==> src/rtl/alu_arbiter.sv <==
// Round-robin arbiter sharing one external combinational alu between two requesters.
// Latches the winner's operands, holds them ALU_WAIT cycles, then returns the result with a done pulse.
module alu_arbiter #(
    parameter int DATA_W   = 8,
    parameter int C_W      = 5,
    parameter int SEL_W    = 2,
    parameter int ALU_WAIT = 1
) (
    input  logic              clk,
    input  logic              rst,
    input  logic              req0,
    input  logic [DATA_W-1:0] a0,
    input  logic [DATA_W-1:0] b0,
    input  logic [C_W-1:0]    c0,
    input  logic [SEL_W-1:0]  sel0,
    input  logic              req1,
    input  logic [DATA_W-1:0] a1,
    input  logic [DATA_W-1:0] b1,
    input  logic [C_W-1:0]    c1,
    input  logic [SEL_W-1:0]  sel1,
    output logic [1:0]        gnt,
    output logic              busy,
    output logic              done0,
    output logic              done1,
    output logic [DATA_W:0]   result,
    output logic [DATA_W-1:0] alu_a,
    output logic [DATA_W-1:0] alu_b,
    output logic [C_W-1:0]    alu_c,
    output logic [SEL_W-1:0]  alu_sel,
    input  logic [DATA_W:0]   alu_res
);

    localparam int CNT_W = (ALU_WAIT > 1) ? $clog2(ALU_WAIT) : 1;
    localparam logic [CNT_W-1:0] CNT_LAST = CNT_W'(ALU_WAIT - 1);

    typedef enum logic [1:0] {
        IDLE = 2'd0,
        WAIT = 2'd1,
        DONE = 2'd2
    } state_t;

    state_t           state;
    logic [CNT_W-1:0] cnt;
    logic             last;
    logic             win;

    // On a tie the requester that was not served last wins.
    always_comb begin
        win = 1'b0;
        if (req0 && req1) begin
            win = ~last;
        end else if (req1) begin
            win = 1'b1;
        end
    end

    always_ff @(posedge clk or posedge rst) begin
        if (rst) begin
            state   <= IDLE;
            gnt     <= 2'b00;
            busy    <= 1'b0;
            done0   <= 1'b0;
            done1   <= 1'b0;
            result  <= '0;
            alu_a   <= '0;
            alu_b   <= '0;
            alu_c   <= '0;
            alu_sel <= '0;
            cnt     <= '0;
            last    <= 1'b1;
        end else begin
            case (state)
                IDLE: begin
                    if (req0 || req1) begin
                        state   <= WAIT;
                        busy    <= 1'b1;
                        cnt     <= '0;
                        last    <= win;
                        gnt     <= win ? 2'b10 : 2'b01;
                        alu_a   <= win ? a1 : a0;
                        alu_b   <= win ? b1 : b0;
                        alu_c   <= win ? c1 : c0;
                        alu_sel <= win ? sel1 : sel0;
                    end
                end
                WAIT: begin
                    if (cnt == CNT_LAST) begin
                        result <= alu_res;
                        done0  <= gnt[0];
                        done1  <= gnt[1];
                        state  <= DONE;
                    end else begin
                        cnt <= cnt + CNT_W'(1);
                    end
                end
                DONE: begin
                    done0 <= 1'b0;
                    done1 <= 1'b0;
                    gnt   <= 2'b00;
                    busy  <= 1'b0;
                    state <= IDLE;
                end
                default: begin
                    state <= IDLE;
                end
            endcase
        end
    end

endmodule

==> config.mk <==
export PLATFORM = sky130hd
export DESIGN_NAME = alu_arbiter
export DESIGN_NICKNAME = d
export VERILOG_FILES = /design/src/rtl/alu_arbiter.sv
export SDC_FILE = /design/constraint.sdc
export NUM_CORES = 1
export LEC_CHECK = 0
export BUFFER_PORTS_ARGS = -buffer_cell sky130_fd_sc_hd__buf_2
export CORE_MARGIN = 3
export CORE_UTILIZATION = 48
export DETAILED_ROUTE_END_ITERATION = 10
export PLACE_DENSITY = 0.84
export SYNTH_ARGS = -nofsm -noshare
export SYNTH_HDL_FRONTEND = slang
export SYNTH_SLANG_ARGS = --single-unit
==> constraint.sdc <==
create_clock -name clk -period 3.45 [get_ports clk]
set_input_delay 0.345 -clock clk [delete_from_list [all_inputs] [get_ports clk]]
set_output_delay 0.345 -clock clk [all_outputs]
set_load 0.05 [all_outputs]
==> results of run 1 <==
-- power by group through the flow --
| stage | logic, µW | registers [µW] | clock network [µW] |
|---|---|---|---|
| floorplan | 548 | 1600 | 0 |
| global placement | 1620 | 840 | 0 |
| detailed placement | 1650 | 848 | 0 |
| CTS | 1650 | 842 | 292 |
| global route | 1750 | 872 | 314 |
| finish | 1640 | 839 | 285 |
-- sequential cells by signal, indices dropped and copies added (netlist names) --
register and flops:
state 2, alu_c 5, busy 1, done0 1, result 9, gnt 2
done1 1, alu_a 8, last 1, alu_sel 2, alu_b 8
-- synth_stat cells (2+ instances only) --
master | count | share of area
sky130_fd_sc_hd__a21oi_1 | 2 | 0.0054
sky130_fd_sc_hd__a31oi_1 | 24 | 0.081
sky130_fd_sc_hd__buf_2 | 4 | 0.011
sky130_fd_sc_hd__buf_4 | 3 | 0.012
sky130_fd_sc_hd__buf_6 | 2 | 0.012
sky130_fd_sc_hd__dfrtp_1 | 39 | 0.53
sky130_fd_sc_hd__ha_1 | 6 | 0.041
sky130_fd_sc_hd__inv_1 | 4 | 0.0081
sky130_fd_sc_hd__mux2_2 | 12 | 0.073
sky130_fd_sc_hd__nand2_1 | 49 | 0.099
sky130_fd_sc_hd__nor2_1 | 24 | 0.049
sky130_fd_sc_hd__nor2b_1 | 2 | 0.0068
sky130_fd_sc_hd__o21ai_0 | 2 | 0.0054
-- per-layer routing --
layer | up-vias | wire (µm)
li1 | 814 | -
met1 | 744 | 1752
met2 | 64 | 2130
met3 | 5 | 352
met4 | 0 | 46
met5 | - | 0
-- stage by stage --
| stage | total power (µW) | setup WS, ns |
|---|---|---|
| global placement | 2456 | 1.811 |
| global route | 2938 | 1.519 |
| floorplan | 2151 | 1.907 |
| detailed placement | 2500 | 1.732 |
| CTS | 2785 | 1.714 |
| finish | 2762 | 1.711 |
-- final timing paths --
path                       slack, ns         to  cells after the start       start
setup / recovery                1.71   alu_a[1]                      6    state[0]
hold / removal                  0.26   alu_b[1]                      2         rst
setup reg to reg                1.71   alu_a[1]                      6    state[0]
hold reg to reg                 0.50  result[3]                      1   result[3]
max in group asynchronous       2.42   alu_b[2]                      3         rst
min in group clk                0.29  result[2]                      2  alu_res[2]
-- worst max-delay path, cell delays in order, from the launching register on --
cell and delay, ns:
sky130_fd_sc_hd__dfrtp_1 0.42, sky130_fd_sc_hd__inv_1 0.15, sky130_fd_sc_hd__ha_1 0.31, sky130_fd_sc_hd__o21a_1 0.16
sky130_fd_sc_hd__buf_4 0.35, sky130_fd_sc_hd__nor2_1 0.07, sky130_fd_sc_hd__a31oi_1 0.18
-- area by class of cell --
cell class | count | area [µm²] | area share
clock buffer | 6 | 72.57 | 0.03016
clock inverter | 1 | 5.005 | 0.002080
inverter | 4 | 15.01 | 0.006240
multi-input combinational | 131 | 763.2 | 0.3172
sequential | 40 | 1002 | 0.4165
tap | 46 | 57.56 | 0.02392
timing repair buffer | 97 | 490.5 | 0.2038
-- logic make-up after synthesis --
logic type | count (synthesis)
simple gates | 78
buf+inv | 14
mux | 12
fa+ha+maj | 6
compound gates | 35
flops | 40
==> load_flow_metrics.sql, run 1 <==
INSERT INTO impl_metrics (metric_group, metric, value, unit) VALUES
('final_layout', 'n_fill_cell', '283', ''),
('synth', 'synth.distinct_cells', '25', ''),
('die', 'initial_standard_cell_utilization_of_the_core', '0.5252', ''),
('grt', 'maximum_number_of_pins_on_one_net_before_global_route_repair', '47', ''),
('final_layout', 'fraction_of_final_layout_cells_sized_beyond_drive_strength_1', '0.4301', ''),
('pwr', 'swShare', '0.5311', ''),
('synth', 'synth_flop_cell', 'sky130_fd_sc_hd__dfrtp_1', ''),
('sta', 'finalClockSkew', '0.009170', 'ns'),
('sta', 'number_of_failing_setup_endpoints_in_the_final_timing_report', '0', ''),
('synth', 'synth-seq-cells', '40', ''),
('synth', 'synth_sequential_area_ratio', '0.5419', ''),
('cts', 'post_cts_resized', '0', ''),
('flow_run', 'maxCapViolations', '0', ''),
('worst_setup_path', 'worst_ep_required_time', '3.65', 'ns'),
('die', 'dieWidth', '68.07', 'µm'),
('sta', 'timing.final.crit_period', '1.739', 'ns'),
('routing', 'wl_per_cell', '13.17', 'µm'),
('synth', 'syn_area_per_cell', '9.996', 'µm²'),
('pwr', 'p_switching', '1467', 'µW'),
('sta', 'layout_worst_path_cycle_share', '0.5040', ''),
('cts', 'cts_hold_repair.buffers', '0', ''),
('die', 'rows', '21', ''),
('placed_design', 'dpl.hpwl', '3301', 'µm'),
('synth', 'synth_compound_area_frac', '0.1299', ''),
('final_layout', 'layout_commonest_cell', 'sky130_fd_sc_hd__buf_2', ''),
('sta', 'hold_violations', '0', ''),
('cts', 'postCtsSetupRepairBufs', '0', ''),
('synth', 'synthSimpleGateAreaFrac', '0.1691', ''),
('synth', 'synth_edf_count', '0', ''),
('cts', 'path_clk_slew', '0.07', 'ns'),
('grt', 'grt_most_used_layer', 'met2', ''),
('grt', 'grt.overflow.total', '0', ''),
('routing', 'drt_first_iter_violations', '109', ''),
('final_layout', 'finalNetCount', '344', ''),
('worst_setup_path', 'end_kind', 'flop', ''),
('final_layout', 'final_cell_mix', '95 x sky130_fd_sc_hd__buf_2, 49 x sky130_fd_sc_hd__nand2_1, 39 x sky130_fd_sc_hd__dfrtp_1', ''),
('routing', 'detailroute.via_count', '1627', ''),
('die', 'floorplan.die.height', '68.07', 'µm'),
('cts', 'htreeDepth', '2', ''),
('grt', 'groute.layer.met3.usage', '0.04762', ''),
('cts', 'cts_buf_count', '5', ''),
('final_layout', 'final_core_utilization', '0.6834', ''),
('cts', 'worstSkewPairLatency', '0.28', 'ns'),
('routing', 'postRouteWirelength', '4281', 'µm'),
('worst_setup_path', 'path_class', 'flop to flop', ''),
('pwr', 'power.clock.fraction', '0.103', ''),
('placed_design', 'dpl.cell_count', '318', ''),
('pwr', 'power_report.internal_total', '1295', 'µW'),
('cts', 'cts_sinks', '40', ''),
('routing', 'route.detailed.vias_per_inst', '5.006', ''),
('synth', 'mappedNetlistArea', '0.001849', 'mm²'),
('min_path', 'hold_class', 'input port to async pin', ''),
('sta', 'final.hold.worst_slack', '0.2638', 'ns'),
('pwr', 'cellPowerDensity', '1148', 'mW/mm²'),
('worst_setup_path', 'startpoint_type', 'flop', ''),
('die', 'die_area', '0.004634', 'mm²'),
('placed_design', 'port_buffers', '95', ''),
('die', 'design.portCount', '96', ''),
('synth', 'ys.warnings.count', '0', ''),
('placed_design', 'routabilityCongestion', '0.7255', ''),
('grt', 'grt_pass1_wl', '6713', 'µm'),
('pwr', 'ir_worst_vdd', '0.0007533', 'V'),
('sta', 'rsz0062_at_grt', 'no', ''),
('pwr', 'power_frac_seq', '0.304', ''),
('grt', 'grt_util_all_layers', '0.1916', ''),
('grt', 'vias_in_the_first_global_route', '1556', ''),
('synth', 'muxShareOfSynthArea', '0.07307', ''),
('cts', 'clk_path_buf_depth', '2', ''),
('die', 'placeableCoreArea', '0.003521', 'mm²'),
('status', 'status', 'completed', ''),
('synth', 'async_flop_share', '1.000', '');
(Power assumes the default switching activity.)
==> run 2: changes to the inputs <==
- CORE_UTILIZATION: 48 -> 45
- PLACE_DENSITY: 0.84 -> 0.8
- clock period: 3.45 -> 1.6 ns (I/O delays scaled with it)
==> load_flow_metrics.sql, run 2 (synthesized netlist as in run 1, its figures left out) <==
INSERT INTO impl_metrics (metric_group, metric, value, unit) VALUES
('worst_setup_path', 'cp_cell_sequence', 'inv_1 -> ha_2 -> nor3b_4 -> mux2_2', ''),
('sta', 'transition_time_of_the_tightest_slew_check_pin', '0.5022', 'ns'),
('routing', 'route.detailed.vias_per_inst', '4.949', ''),
('routing', 'route.met2.wl', '2234', 'µm'),
('final_layout', 'layout_commonest_cell', 'sky130_fd_sc_hd__buf_2', ''),
('routing', 'detailroute.via_count', '1653', ''),
('final_layout', 'n_fill_cell', '331', ''),
('die', 'rows', '22', ''),
('routing', 'drt_drc_violations_left', '0', ''),
('final_layout', 'largest_register_ffs', '9', ''),
('placed_design', 'routabilityCongestion', '0.7304', ''),
('die', 'design.portCount', '96', ''),
('placed_design', 'dpl_ws', '0.01488', 'ns'),
('die', 'dieWidth', '70.11', 'µm'),
('cts', 'cts_sinks', '40', ''),
('sta', 'hold_violations', '0', ''),
('sta', 'slew_headroom', '0.6652', ''),
('min_path', 'hold_class', 'input port to flop', ''),
('pwr', 'p_leak', '0.001264', 'µW'),
('grt', 'vias_in_the_first_global_route', '1667', ''),
('cts', 'worstSkewPairLatency', '0.29', 'ns'),
('worst_setup_path', 'path_class', 'flop to flop', ''),
('worst_setup_path', 'end_kind', 'flop', ''),
('worst_setup_path', 'critical_path_peak_fanout', '5', ''),
('sta', 'finalSetupTns', '0', 'ns'),
('routing', 'postRouteWirelength', '4372', 'µm'),
('cts', 'clock-root-buffer', 'sky130_fd_sc_hd__clkbuf_8', ''),
('worst_setup_path', 'worst_path_dominant_cell_family', 'flip-flops', ''),
('sta', 'rsz0062_at_grt', 'no', ''),
('flow_run', 'maxCapViolations', '0', ''),
('grt', 'grt.overflow.total', '0', ''),
('placed_design', 'port_buffers', '95', ''),
('grt', 'grt_pass1_wl', '7369', 'µm'),
('cts', 'clk_path_buf_depth', '2', ''),
('cts', 'path_clk_slew', '0.07', 'ns'),
('sta', 'finalClockSkew', '0.002923', 'ns'),
('routing', 'antenna_left', '0', ''),
('routing', 'drt_first_iter_violations', '77', ''),
('final_layout', 'reg.largest.list', 'result x9, alu_a x8, alu_b x8', ''),
('placed_design', 'dpl.hpwl', '3127', 'µm'),
('routing', 'routedLengthMet1', '1749', 'µm'),
('final_layout', 'final_core_utilization', '0.6637', ''),
('routing', 'firstDrtPassIters', '4', ''),
('routing', 'wl_per_cell', '13.09', 'µm'),
('final_layout', 'finalNetCount', '350', ''),
('die', 'floorplan.die.height', '70.11', 'µm'),
('final_layout', 'final_cell_mix', '95 x sky130_fd_sc_hd__buf_2, 49 x sky130_fd_sc_hd__nand2_1, 39 x sky130_fd_sc_hd__dfrtp_1', ''),
('sta', 'layout_worst_path_cycle_share', '0.9620', ''),
('status', 'status', 'completed', ''),
('cts', 'postCtsSetupRepairBufs', '0', ''),
('die', 'placeableCoreArea', '0.003799', 'mm²'),
('worst_setup_path', 'timing.critical_path.arrival', '1.71', 'ns'),
('sta', 'final_worst_slack', '0.06079', 'ns'),
('routing', 'wl_met3', '314', 'µm'),
('cts', 'cts_buf_count', '5', ''),
('sta', 'number_of_failing_setup_endpoints_in_the_final_timing_report', '0', ''),
('worst_setup_path', 'worst_ep_required_time', '1.77', 'ns'),
('worst_setup_path', 'startpoint_type', 'flop', ''),
('cts', 'htreeDepth', '2', ''),
('final_layout', 'largest-register', 'result', ''),
('grt', 'initial_antenna_violation_count', '0', ''),
('pwr', 'ir_worst_vdd', '0.001471', 'V'),
('die', 'die_area', '0.004915', 'mm²'),
('die', 'initial_standard_cell_utilization_of_the_core', '0.4868', ''),
('final_layout', 'n_antenna_cell', '0', ''),
('grt', 'grt_util_all_layers', '0.1864', ''),
('final_layout', 'finalNonFillerCells', '334', ''),
('routing', 'highest_layer', 'met4', ''),
('sta', 'maxClockFrequency', '649.7', 'MHz'),
('sta', 'slew_violations', '0', ''),
('worst_setup_path', 'cp_slowest_stage_delay', '0.42', 'ns'),
('final_layout', 'synthToLayoutAreaGrowth', '36.33', '%'),
('grt', 'maximum_number_of_pins_on_one_net_before_global_route_repair', '47', ''),
('cts', 'cts_tree', 'done', ''),
('final_layout', 'fraction_of_final_layout_cells_sized_beyond_drive_strength_1', '0.4476', ''),
('worst_setup_path', 'critical_path.slowest_cell', 'sky130_fd_sc_hd__dfrtp_1', ''),
('sta', 'timing.final.crit_period', '1.539', 'ns'),
('placed_design', 'dpl.cell_count', '324', ''),
('worst_setup_path', 'cp.buffers_inverters', '1', ''),
('pwr', 'cellPowerDensity', '2463', 'mW/mm²');
==> run 2: power by group <==
part	leakage [µW]	switching [µW]	internal (µW)
clock network	0.0000455	325	351
registers	0.000458	274	1540
logic	0.000760	2610	1110
==> run 2: per-layer routing <==
layer  GRT usage  vias up
met2      0.3221       57
met5           0        -
li1            -      823
met1      0.2118      767
met3     0.06331        6
met4     0.07021        0
==> run 2: path summary, 6_finish.rpt <==
path | to | cells past startpoint | slack [ns] | from
worst max-delay path | state[0] | 4 | 0.06 | state[1]
worst min-delay path | result[1] | 2 | 0.10 | alu_res[1]
worst max register to register | state[0] | 4 | 0.06 | state[1]
worst min register to register | result[1] | 1 | 0.50 | result[1]
max in group asynchronous | last | 4 | 0.70 | rst
min in group asynchronous | alu_a[1] | 4 | 0.54 | rst
==> run 2: cell type report <==
class | count | area, µm² | share of cell area
multi-input cells | 131 | 773.2 | 0.3067
flip-flops and latches | 40 | 1002 | 0.3975
inverters | 4 | 15.01 | 0.005955
clock buffers | 8 | 90.09 | 0.03573
well taps | 48 | 60.06 | 0.02382
repair buffers | 103 | 580.6 | 0.2303
==> run 2: what timing repair did <==
action | in CTS | in global routing
endpoints found under the hold margin | 12 | 0
gates resized for setup | 1 | 3
cloned | 0 | 1
hold buffers | 1 | 0
setup endpoints to repair | 2 | 26
==> run 2: through the flow <==
stage          cell area [µm²]  hold WS [ns]  power (µW)
6_report                  2521        0.1043        6209
3_5_place_dp              2386        0.3093        5474
5_1_grt                   2521       0.08951        6622
3_3_place_gp              2386        0.3048        5400
2_1_floorplan             1849        0.2300        4637
4_1_cts                   2492       0.09650        6168
==> run 3: changes to the inputs <==
--- a/config.mk
+++ b/config.mk
@@ -8,7 +8,6 @@
 export BUFFER_PORTS_ARGS = -buffer_cell sky130_fd_sc_hd__buf_2
 export CORE_MARGIN = 3
-export CORE_UTILIZATION = 45
+export CORE_UTILIZATION = 35
 export DETAILED_ROUTE_END_ITERATION = 10
-export PLACE_DENSITY = 0.8
 export SYNTH_ARGS = -nofsm -noshare
 export SYNTH_HDL_FRONTEND = slang
==> constraint.sdc (replaced) <==
create_clock -name clk -period 1.6 [get_ports clk]
set_input_delay 0.16 -clock clk [delete_from_list [all_inputs] [get_ports clk]]
set_output_delay 0.16 -clock clk [all_outputs]
set_load 0.01 [all_outputs]
==> load_flow_metrics.sql, run 3 (synthesized netlist as in run 1, its figures left out) <==
INSERT INTO impl_metrics (metric_group, metric, value, unit) VALUES
('die', 'placeableCoreArea', '0.004911', 'mm²'),
('die', 'initial_standard_cell_utilization_of_the_core', '0.3766', ''),
('grt', 'initial_antenna_violation_count', '0', ''),
('final_layout', 'n_antenna_cell', '0', ''),
('worst_setup_path', 'end_kind', 'flop', ''),
('worst_setup_path', 'critical_path.slowest_cell', 'sky130_fd_sc_hd__dfrtp_1', ''),
('sta', 'finalClockSkew', '0.006546', 'ns'),
('grt', 'grt_util_all_layers', '0.1502', ''),
('worst_setup_path', 'worst_r2r_endpoint', 'state[0]', ''),
('worst_setup_path', 'r2r_setup_slack', '0.07', 'ns'),
('pwr', 'power.clock.fraction', '0.166', ''),
('final_layout', 'synthToLayoutAreaGrowth', '37.01', '%'),
('flow_run', 'maxCapViolations', '0', ''),
('cts', 'cts_hold_repair.buffers', '0', ''),
('die', 'dieWidth', '78.69', 'µm'),
('pwr', 'p_switching', '1753', 'µW'),
('routing', 'antenna_left', '0', ''),
('sta', 'finalSetupTns', '0', 'ns'),
('sta', 'slew_violations', '0', ''),
('sta', 'slew_headroom', '0.5435', ''),
('cts', 'cts_tree', 'done', ''),
('routing', 'drt_first_iter_violations', '39', ''),
('cts', 'path_clk_slew', '0.08', 'ns'),
('cts', 'worstSkewPairLatency', '0.29', 'ns'),
('cts', 'htreeDepth', '2', ''),
('cts', 'cts_buf_count', '5', ''),
('routing', 'wl_per_cell', '12.45', 'µm'),
('routing', 'detailroute.via_count', '1627', ''),
('worst_setup_path', 'crit_cells', '4', ''),
('worst_setup_path', 'path_class', 'flop to flop', ''),
('sta', 'timing.final.crit_period', '1.531', 'ns'),
('sta', 'rsz0062_at_grt', 'no', ''),
('sta', 'layout_worst_path_cycle_share', '0.9566', ''),
('grt', 'vias_in_the_first_global_route', '1582', ''),
('status', 'failing_checks', 'negative hold slack', ''),
('worst_setup_path', 'cp_slowest_stage_delay', '0.41', 'ns'),
('sta', 'transition_time_of_the_tightest_slew_check_pin', '0.6831', 'ns'),
('final_layout', 'fraction_of_final_layout_cells_sized_beyond_drive_strength_1', '0.4460', ''),
('worst_setup_path', 'critPathCapture', 'state[0]', ''),
('pwr', 'power_frac_seq', '0.371', ''),
('cts', 'clk_path_buf_depth', '2', ''),
('sta', 'number_of_failing_setup_endpoints_in_the_final_timing_report', '0', ''),
('status', 'status', 'complete, but fails checks', ''),
('cts', 'clock-root-buffer', 'sky130_fd_sc_hd__clkbuf_8', ''),
('final_layout', 'final_core_utilization', '0.5159', ''),
('placed_design', 'dpl.hpwl', '3249', 'µm'),
('worst_setup_path', 'reg2regPathDepth', '4', ''),
('pwr', 'comb_power_share', '0.464', ''),
('routing', 'drt_drc_violations_left', '0', ''),
('worst_setup_path', 'startpoint_type', 'flop', ''),
('worst_setup_path', 'worst_path_dominant_cell_family', 'flip-flops', ''),
('final_layout', 'largest-register', 'result', ''),
('pwr', 'swShare', '0.3636', ''),
('die', 'rows', '25', ''),
('worst_setup_path', 'timing.critical_path.arrival', '1.70', 'ns'),
('pwr', 'p_leak', '0.001264', 'µW'),
('die', 'floorplan.die.height', '78.69', 'µm'),
('pwr', 'cellPowerDensity', '1903', 'mW/mm²'),
('placed_design', 'dpl_ws', '0.02976', 'ns'),
('sta', 'hold_violations', '39', ''),
('placed_design', 'routabilityCongestion', '0.7154', ''),
('final_layout', 'finalNetCount', '351', ''),
('min_path', 'hold_class', 'input port to async pin', ''),
('worst_setup_path', 'r2r-start', 'state[1]', ''),
('pwr', 'power_report.internal_total', '3069', 'µW'),
('grt', 'maximum_number_of_pins_on_one_net_before_global_route_repair', '47', ''),
('worst_setup_path', 'cp.buffers_inverters', '1', ''),
('grt', 'grt.overflow.total', '0', ''),
('final_layout', 'largest_register_ffs', '9', ''),
('die', 'die_area', '0.006192', 'mm²'),
('final_layout', 'reg.largest.list', 'result x9, alu_a x8, alu_b x8', ''),
('final_layout', 'layout_commonest_cell', 'sky130_fd_sc_hd__buf_2', ''),
('sta', 'final_worst_slack', '0.06941', 'ns'),
('worst_setup_path', 'critical_path_peak_fanout', '5', ''),
('final_layout', 'final_cell_mix', '95 x sky130_fd_sc_hd__buf_2, 49 x sky130_fd_sc_hd__nand2_1, 39 x sky130_fd_sc_hd__dfrtp_1', ''),
('cts', 'cts_sinks', '40', ''),
('sta', 'final.hold.worst_slack', '-0.01631', 'ns'),
('grt', 'grt_pass1_wl', '7320', 'µm'),
('routing', 'postRouteWirelength', '4408', 'µm'),
('routing', 'route.detailed.vias_per_inst', '4.596', ''),
('placed_design', 'port_buffers', '95', ''),
('die', 'design.portCount', '96', ''),
('sta', 'maxClockFrequency', '653.3', 'MHz'),
('worst_setup_path', 'cp_cell_sequence', 'inv_1 -> ha_1 -> nor3b_4 -> mux2_2', ''),
('worst_setup_path', 'worst_ep_required_time', '1.77', 'ns'),
('worst_setup_path', 'worst_setup_sp', 'state[1]', ''),
('routing', 'firstDrtPassIters', '4', ''),
('pwr', 'ir_worst_vdd', '0.0009810', 'V');
==> run 3: per-layer routing <==
layer	share of wire	vias to the layer above	GRT usage
met5	0	-	0
met4	0.013	0	0.05245
met3	0.084	6	0.05102
met2	0.46	58	0.2419
met1	0.44	740	0.1880
li1	-	823	-
==> run 3: area by class of cell <==
class / count / area (µm²)
Clock buffer: 6 / 72.57
Clock inverter: 2 / 35.03
Fill cell: 477 / 2377
Inverter: 4 / 15.01
Multi-Input combinational cell: 131 / 769.5
Sequential cell: 40 / 1002
Tap cell: 67 / 83.83
Timing Repair Buffer: 104 / 555.5
==> run 3: worst min path at each step <==
stage / depth (start not counted) / end / slack (ns) / start
2_1_floorplan: 1 / last / 0.23 / req0
3_3_place_gp: 3 / result[2] / 0.31 / rst
3_5_place_dp: 3 / result[7] / 0.32 / rst
4_1_cts: 3 / result[7] / 0.0003 / rst
5_1_grt: 3 / result[2] / 0.03 / rst
6_report: 3 / result[2] / -0.02 / rst
==> run 3: power by group through the flow <==
stage	sequential, µW	clock (µW)	combinational, µW
6_report	1790	799	2240
3_3_place_gp	1810	0	2230
5_1_grt	1870	875	2490
2_1_floorplan	2050	0	1180
4_1_cts	1800	839	2270
3_5_place_dp	1820	0	2270
==> run 3: what timing repair did <==
item / CTS / global route
resized for setup: 0 / 1
setup buffers: 0 / 1
setup endpoints to repair: 0 / 2
hold endpoints to repair: 0 / 0
==> run 3: worst reg2reg max path, cell delays in order, from the launching register on <==
cell and delay, ns:
sky130_fd_sc_hd__dfrtp_1 0.41, sky130_fd_sc_hd__inv_1 0.09, sky130_fd_sc_hd__ha_1 0.25, sky130_fd_sc_hd__nor3b_4 0.31, sky130_fd_sc_hd__mux2_2 0.37
==> run 3: per-stage QoR <==
stage                     total power, µW  instance area (µm²)  cells
after floorplan                      3228                 1849    185
after global routing                 5232                 2534    354
after detailed placement             4084                 2412    345
after global placement               4040                 2412    345
after CTS                            4910                 2520    353
final                                4822                 2534    354
